<file path="src/rtl/display_scan_ctrl.sv">
// Time-multiplexed scan controller: shares one 2-digit decoder across four display fields.
// Optional blinking of masked slots is built only when DISP_BLINK_EN is defined.
module display_scan_ctrl #(
  parameter int unsigned PRESCALE     = 8,
  parameter int unsigned BLANK_CYC    = 2,
  parameter int unsigned BLINK_FRAMES = 4
) (
  input  logic       Clk,
  input  logic       Reset_n,
  input  logic       Enable,
  input  logic [6:0] Field0,
  input  logic [6:0] Field1,
  input  logic [6:0] Field2,
  input  logic [6:0] Field3,
  input  logic [3:0] Blink_mask,
  input  logic [6:0] Seg_in1,
  input  logic [6:0] Seg_in0,
  output logic [6:0] Bin_out,
  output logic [6:0] Seg_out1,
  output logic [6:0] Seg_out0,
  output logic [3:0] Sel,
  output logic       Frame_start
);

  localparam int unsigned   CW         = (PRESCALE > 1) ? $clog2(PRESCALE) : 1;
  localparam logic [CW-1:0] CNT_LAST   = CW'(PRESCALE - 1);
  localparam logic [CW-1:0] BLANK_LAST = CW'(BLANK_CYC - 1);

  typedef enum logic [1:0] {IDLE, BLANK, DRIVE} state_e;

  state_e          state_q, state_d;
  logic [CW-1:0]   cnt_q, cnt_d;
  logic [1:0]      slot_q, slot_d;
  logic [3:0][6:0] shadow_q, shadow_d;
  logic [6:0]      bin_q, bin_d;
  logic [3:0]      sel_q, sel_d;
  logic            fs_q, fs_d;
  logic [6:0]      seg1_q, seg0_q;
  logic [3:0][6:0] fields;
  logic            frame_wrap;
  logic            blink_off;

  assign fields     = {Field3, Field2, Field1, Field0};
  assign frame_wrap = Enable && (state_q == DRIVE) && (cnt_q == CNT_LAST) && (slot_q == 2'd3);

`ifdef DISP_BLINK_EN
  localparam int unsigned BW = $clog2(BLINK_FRAMES + 1);

  logic [BW-1:0] bcnt_q, bcnt_d;
  logic          phase_q, phase_d;
  logic [3:0]    mask_q, mask_d;

  always_ff @(posedge Clk or negedge Reset_n) begin
    if (!Reset_n) begin
      bcnt_q  <= '0;
      phase_q <= 1'b0;
      mask_q  <= '0;
    end else begin
      bcnt_q  <= bcnt_d;
      phase_q <= phase_d;
      mask_q  <= mask_d;
    end
  end

  always_comb begin
    bcnt_d  = bcnt_q;
    phase_d = phase_q;
    mask_d  = mask_q;
    if (!Enable) begin
      bcnt_d  = '0;
      phase_d = 1'b0;
    end else if (state_q == IDLE) begin
      mask_d = Blink_mask;
    end else if (frame_wrap) begin
      mask_d = Blink_mask;
      if (bcnt_q == BW'(BLINK_FRAMES - 1)) begin
        bcnt_d  = '0;
        phase_d = ~phase_q;
      end else begin
        bcnt_d = bcnt_q + 1'b1;
      end
    end
  end

  assign blink_off = phase_q & mask_q[slot_q];
`else
  logic [4:0] unused_blink;
  assign unused_blink = {Blink_mask, BLINK_FRAMES[0]};
  assign blink_off    = 1'b0;
`endif

  always_ff @(posedge Clk or negedge Reset_n) begin
    if (!Reset_n) begin
      state_q  <= IDLE;
      cnt_q    <= '0;
      slot_q   <= '0;
      shadow_q <= '0;
      bin_q    <= '0;
      sel_q    <= '0;
      fs_q     <= 1'b0;
      seg1_q   <= '0;
      seg0_q   <= '0;
    end else begin
      state_q  <= state_d;
      cnt_q    <= cnt_d;
      slot_q   <= slot_d;
      shadow_q <= shadow_d;
      bin_q    <= bin_d;
      sel_q    <= sel_d;
      fs_q     <= fs_d;
      seg1_q   <= Seg_in1;
      seg0_q   <= Seg_in0;
    end
  end

  always_comb begin
    state_d  = state_q;
    cnt_d    = cnt_q;
    slot_d   = slot_q;
    shadow_d = shadow_q;
    bin_d    = bin_q;
    fs_d     = 1'b0;
    if (!Enable) begin
      state_d = IDLE;
      cnt_d   = '0;
      slot_d  = '0;
    end else begin
      unique case (state_q)
        IDLE: begin
          state_d  = BLANK;
          cnt_d    = '0;
          slot_d   = '0;
          shadow_d = fields;
          bin_d    = Field0;
          fs_d     = 1'b1;
        end
        BLANK: begin
          cnt_d = cnt_q + 1'b1;
          if (cnt_q == BLANK_LAST) state_d = DRIVE;
        end
        DRIVE: begin
          if (cnt_q == CNT_LAST) begin
            state_d = BLANK;
            cnt_d   = '0;
            slot_d  = slot_q + 1'b1;
            if (frame_wrap) begin
              shadow_d = fields;
              bin_d    = Field0;
              fs_d     = 1'b1;
            end else begin
              bin_d = shadow_q[slot_d];
            end
          end else begin
            cnt_d = cnt_q + 1'b1;
          end
        end
        default: state_d = IDLE;
      endcase
    end
  end

  // Sel trails the state by one edge so it lines up with the registered segment patterns.
  always_comb begin
    sel_d = '0;
    if (Enable && (state_q == DRIVE) && (shadow_q[slot_q] <= 7'd99) && !blink_off)
      sel_d = 4'b0001 << slot_q;
  end

  assign Bin_out     = bin_q;
  assign Sel         = sel_q;
  assign Frame_start = fs_q;
  assign Seg_out1    = seg1_q;
  assign Seg_out0    = seg0_q;

endmodule

</file>
<file path="config.mk">
export PLATFORM = sky130hd
export DESIGN_NAME = display_scan_ctrl
export DESIGN_NICKNAME = d
export VERILOG_FILES = /design/src/rtl/display_scan_ctrl.sv
export SDC_FILE = /design/constraint.sdc
export NUM_CORES = 1
export LEC_CHECK = 0
export ABC_AREA = 1
export BUFFER_PORTS_ARGS = -buffer_cell sky130_fd_sc_hd__clkbuf_2
export CAP_MARGIN = 20
export CORE_ASPECT_RATIO = 0.8
export CORE_MARGIN = 3
export CORE_UTILIZATION = 35
export CTS_BUF_LIST = sky130_fd_sc_hd__clkbuf_4
export CTS_CLUSTER_SIZE = 8
export DETAILED_ROUTE_END_ITERATION = 6
export PLACE_DENSITY = 0.56
export SYNTH_ARGS = -nofsm -noshare
export SYNTH_HDL_FRONTEND = slang
export SYNTH_SLANG_ARGS = --single-unit
</file>
<file path="constraint.sdc">
create_clock -name Clk -period 4.6 [get_ports Clk]
set_input_delay 0.92 -clock Clk [delete_from_list [all_inputs] [get_ports Clk]]
set_output_delay 0.92 -clock Clk [all_outputs]
set_load 0.02 [all_outputs]
</file>
After elaboration in Yosys (flattened, before gate mapping)
Index checks and enable logic that the tools add are counted.
- $add $sub $neg: 2
- equal/unequal tests: 11
- reduce and logical (&&, ||, !) cells: 10
- mux-type cells: 25
- order comparisons: 3
- shift-type cells: 1
- operators with widths (kind ; count):
    $mux W28 ; 2
    $pmux W28 S2 ; 1
    $bmux W7 S2 ; 2
    $mux W7 ; 4
    $pmux W7 S2 ; 1
    $mux W2 ; 5
    $pmux W3 S3 ; 1
    $le A7 B7 Y1 const B ; 1
    $lt A2 B3 Y1 const B ; 2
    $mux W3 ; 2
    $pmux W2 S3 ; 1
    $eq A2 B2 Y1 const B ; 2
    $logic_and A1 B1 Y1 ; 4
    $mux W4 ; 1
    $ne A4 B1 Y1 const B ; 1
    $pmux W2 S2 ; 1
    $reduce_and A2 Y1 ; 2
    $reduce_and A4 Y1 ; 1
    $shl A1 B2 Y4 const A ; 1
    $add A3 B1 Y3 const B ; 1
    $eq A3 B1 Y1 const B ; 1
    $eq A3 B3 Y1 const B ; 1
    $mux W1 ; 3
    $ne A3 B1 Y1 const B ; 1
    other kinds (10) ; 10
- word-level logic and storage cells: 64
- output and inout port bits: 26
- bits of input ports: 49
- flip-flop bits (word level): 61

Logic depth before layout (Yosys ltp)
- word-level depth: 8
- depth in mapped cells: 10
- mapped depth without buffers: 9

Worst setup path after synthesis
Ideal clock, no wire load.
- path kind: input -> register
- start point: in Enable
- end point: reg shadow_q[10] (netlist name)
- arrival: 1.798 ns
- path buffers: 2
- cell stages on the path: 9
- slack: 2.684 ns
- cells stage by stage: buf_2 > nand2_2 > nor2_4 > nand2_2 > nand2_4 > nand2_4 > buf_6 > nor2_2 > a21oi_2
- word-level cells in the longest chain between the ends: 5
- RTL lines (what ; line ; RTL):
    from (decl) ; 10 ; input logic Enable,
    $logic_and A1 B1 Y1 (3 in series) ; 44 ; assign frame_wrap = Enable && (state_q == DRIVE) && (cnt_q == CNT_LAST) && (slot_q == 2'd3);
    $ne A2 B2 Y1 (no source line) ; - ;
    $reduce_and A4 Y1 (no source line) (*) ; - ;
    to (signal assigned) ; 107 ; shadow_q <= shadow_d;
    to (decl) ; 34 ; logic [3:0][6:0] shadow_q, shadow_d;
Mark *: on every way between the ends. The rest lies on a longest branch, timed or not.
A chain may end at the register's enable or synchronous reset.

Worst setup path after layout
- start point: reg slot_q[0]
- end point: reg bin_q[6], in the netlist Bin_out[6]
- word-level cells in the longest chain between the ends: 6
- RTL lines (what ; line ; RTL):
    from (decl) ; 33 ; logic [1:0] slot_q, slot_d;
    from (signal assigned) ; 106 ; slot_q <= slot_d;
    $add A2 B1 Y2 ; 145 ; slot_d = slot_q + 1'b1;
    $bmux W7 S2 ; 151 ; bin_d = shadow_q[slot_d];
    $mux W7 (implied by the code) ; 151 ;
    $mux W7 (*) ; 146 ; if (frame_wrap) begin
    $mux W7 (*) ; 142 ; if (cnt_q == CNT_LAST) begin
    $pmux W7 S2 (*) ; 128 ; unique case (state_q)
    to (signal assigned) ; 108 ; bin_q <= bin_d;
    to (decl) ; 35 ; logic [6:0] bin_q, bin_d;
Mark *: on every way between the ends. The rest lies on a longest branch, timed or not. The select of a mux whose other input is x is not followed.

==> results.md <==
Outcome:
- The flow ran to the end, and the final reports show no timing, DRC or antenna violations.

Yosys:
- The number of warnings printed during yosys synthesis is 0.
- The post-synthesis net count is approximately 360.
- The number of different library cells used by synthesis comes to 23.
- The post-synthesis average cell area is 9.34 µm².
- The share of the Yosys chip area taken by registers is 0.538.
- The count of mapped cells out of synthesis is slightly above 300.
- Summing every instance area after synthesis gives between 2000 and 3000 µm².
- In this run, synthesis produced a sequential element count of slightly above 60.

Floorplan:
- The placeable core region is around 7600 µm².
- The die outline height is 86.6 µm.
- The die is approximately 110 µm wide.
- The cell row count is 28.
- In this run the count of I/O pins placed on the die edge is 75.
- The die area is approximately 9000 µm².
- The initial utilization of the core area, before any placement, comes to 0.372.

Worst hold path:
- The worst hold-check path type is reg -> reg.
- Along the worst hold path, the cell count comes to 2.
- The worst hold path begins at shadow_q[3]$_DFFE_PN0P_.
- The end of the worst hold path is shadow_q[3]$_DFFE_PN0P_.

Detailed routing:
- Dividing the detail-routed via count by the number of cells gives about 4.6.
- The via count is roughly 2.2k.
- The topmost layer with routed signal wires is met4.
- The detailed-route DRC error count is 0.
- The pre-antenna-repair detailed-routing pass consisted of 4 iterations.
- The total length of routed met3 wires is roughly 460 µm.
- Detailed routing placed a total of about 2.5 mm of wire on met2.
- The count of routing violations after the opening detailed-route iteration is ~140.
- The detailed router put a total of approximately 3.6 mm of wire on met1.
- Once detail routing completed, the nets flagged for antenna violations numbered 0.
- The routed design has 6.61 mm of wire.
- In the final routed layout, each cell accounts on average for roughly 14 µm.

Critical path:
- In this run the critical register-to-register path is captured at Bin_out[6]$_DFFE_PN0P_.
- Measured in cells, the most critical reg-to-reg path has a length of 7.
- STA puts the critical path data arrival time at between 3000 and 4000 ps.
- STA puts the critical path data required time at slightly below 5000 ps.
- The beginning of the worst register-to-register path is slot_q[0]$_DFFE_PN0P_.
- Of all nets on the critical path, the largest fanout is 29.
- The setup slack on the worst flop-to-flop path is about 1900 ps.
- STA classifies the critical path endpoint as a register.
- On the critical path, the stage with the largest delay is an instance of dfrtp_1.
- The startpoint-to-endpoint class of the critical path is reg -> reg.
- Walking the worst path, the cells encountered are inv_1 -> ha_1 -> inv_1 -> o211ai_1 -> nand2_1 -> nand3_1 -> nand3_1.
- For this run, the slowest stage of the critical path takes 940 ps.
- The category of the worst setup path launch point is a register.

GRT:
- For this run, the total global-route usage over all layers was measured as 0.153.
- The largest net degree at the start of global routing is 42.
- The first global-routing pass estimated ~11 mm of wire.
- The initial antenna violation count was 0.
- The via count of the first global-routing pass is around 2.1k.
- Global routing finished with a remaining overflow of 0.

Clock tree:
- The post-CTS repair timing setup buffer count is 0.
- The number of gates resized after CTS was 0.
- In this run the number of H-tree levels came out at 3.
- Clock tree synthesis found a total of 61 sinks.
- The later pin in the worst-skew pair is clocked with a latency of ~410 ps.
- The cell chosen for the clock root is clkbuf_4.
- The CTS tree is built.
- Hold repair after CTS inserted 0 buffers.
- Counting the buffers created by CTS gives 9.
- After clock tree synthesis, the clock-pin slew on the worst setup and hold paths is approximately 100 ps.
- The maximum root-to-sink buffer count is 2.

Finish:
- The finished cells cover roughly 3400 µm².
- The net count reported at finish is between 400 and 500.
- The fraction of final layout cells sized beyond drive strength 1 is 0.304.
- Leaving out fill and tap cells, the most frequent cells in the layout are 72 x nand2_1, 70 x clkbuf_2, 61 x dfrtp_1.
- The total inserted antenna cells is 0.
- The commonest non-fill, non-tap cell in the layout is nand2_1.
- From synthesis to final layout, the design area changed by 18.8%.
- After the flow finishes, the layout carries non-filler instances totaling a little under 500.

Placed design:
- In this run the cell area measured after placement is ~3200 µm².
- The routability congestion estimate from global placement is roughly 0.85.
- The cell count after placement is 467.
- Buffers placed on the I/O ports in this run total 70.
- The HPWL reported at the end of detailed placement is around 4.7 mm.

Timing:
- The sum of negative setup slack is 0 ps.
- In the finished design, the share of the clock period the worst path needs comes to 0.597.
- The setup violation total in the final timing report is 0.
- The maximum achievable frequency is around 360 MHz.
- The count of final hold-check violations came to 0.
- The time the worst path needs with I/O delays and setup is between 2000 and 3000 ps.
- Setup repair after global routing left no endpoint under its margin.
- Between clock sinks in the finished design, the worst skew comes to 11.6 ps.
- The final count of pins violating max slew is 0.
- The headroom to the max-slew limit is 0.388.
- At the pin with the least slew margin, the transition time is around 900 ps.

Pwr:
- The worst IR drop on VDD is ~0.25 mV.
- The part of the total power dissipated in the clock network is 0.191.
- For this design the static power due to leakage is between 1.5 and 2 nW.
- Of the total power, the share spent switching nets is 0.412.
- Of the total power, combinational logic draws 0.381.
- Power spread over the standard cell area amounts to approximately 560 nW/µm².
- The sequential share of power is 0.428.
- For this design the total switching power over the nets is around 0.0008 W.
- Internal power comes to approximately 0.0011 W.

Job:
- The max-cap check violation count is 0.
[power by group through the flow]
stage / registers (W) / logic, W / clock network [W]
after floorplan: 0.000845 / 0.000529 / 0
after global routing: 0.000838 / 0.000826 / 0.000405
after global placement: 0.000818 / 0.000710 / 0
after CTS: 0.000815 / 0.000734 / 0.000381
final: 0.000815 / 0.000725 / 0.000365
after detailed placement: 0.000821 / 0.000729 / 0
[cell usage after synthesis, drive strengths merged]
| master | n | area (µm²) |
|---|---|---|
| clkbuf | 2 | 7.51 |
| inv | 34 | 128 |
| ha | 11 | 138 |
| a21boi | 1 | 7.51 |
| o22ai | 2 | 12.5 |
| nor2 | 27 | 139 |
| mux2i | 1 | 10.0 |
| nand3 | 42 | 210 |
| o21ai | 7 | 46.3 |
| nand2 | 76 | 305 |
| dfrtp | 61 | 1530 |
| o211ai | 15 | 113 |
| buf | 11 | 77.6 |
| a21oi | 14 | 119 |
[sequential cells by signal, indices dropped and copies added, names as in the netlist]
name	count
Frame_start	1
state_q	2
Sel	4
Seg_out1	7
Seg_out0	7
Bin_out	7
slot_q	2
shadow_q	28
cnt_q	3
[layout make-up]
type                       instances  area (µm²)
clock buffer                      10        75.1
clock inverter                     6        53.8
fill                             812        4270
inverter                          34         128
multi-input combinational        196        1100
sequential                        61        1530
tap                              105         131
timing repair buffer              71         358
[per-stage QoR]
step | hold WS [ps] | utilization | total power [W] | setup WS, ps
CTS | 484 | 0.442 | 0.00193 | 1870
floorplan | 442 | - | 0.00137 | 2680
global route | 532 | 0.442 | 0.00207 | 1590
global placement | 460 | 0.425 | 0.00153 | 1890
finish | 484 | 0.442 | 0.00190 | 1850
detailed placement | 459 | 0.425 | 0.00155 | 1870
[per-layer routing]
layer / vias to the layer above / track usage
met5: - / 0
met4: 0 / 0.0627
met3: 7 / 0.0491
met2: 75 / 0.193
met1: 1004 / 0.237
li1: 1122 / -
[critical path, delay by kind of cell (launching register included)]
kind | cells | cell delay, ps
flip-flops | 1 | 940
AND/OR/NAND/NOR | 3 | 290
buffers and inverters | 2 | 660
adder cells (fa/ha/maj) | 1 | 600
AO/OA/AOI/OAI | 1 | 130
[cells by family (layout without fill, tap and decap cells)]
family | count (synthesis) | after routing | share of synthesized area
compound gates | 39 | 39 | 0.105
flops | 61 | 61 | 0.538
fa+ha+maj | 11 | 11 | 0.0485
mux | 1 | 1 | 0.00353
buf+inv | 47 | 121 | 0.0749
simple gates | 145 | 145 | 0.230
[worst max-delay path by stage]
stage / startpoint / to / slack, ps / depth (start not counted)
floorplan: Enable / shadow_q[10]$_DFFE_PN0P_ / 2680 / 9
global placement: Enable / shadow_q[10]$_DFFE_PN0P_ / 1890 / 6
detailed placement: Enable / shadow_q[10]$_DFFE_PN0P_ / 1870 / 6
CTS: slot_q[0]$_DFFE_PN0P_ / Bin_out[6]$_DFFE_PN0P_ / 1870 / 7
global route: slot_q[0]$_DFFE_PN0P_ / Bin_out[2]$_DFFE_PN0P_ / 1590 / 7
finish: slot_q[0]$_DFFE_PN0P_ / Bin_out[6]$_DFFE_PN0P_ / 1850 / 7
(Power assumes the default switching activity.)
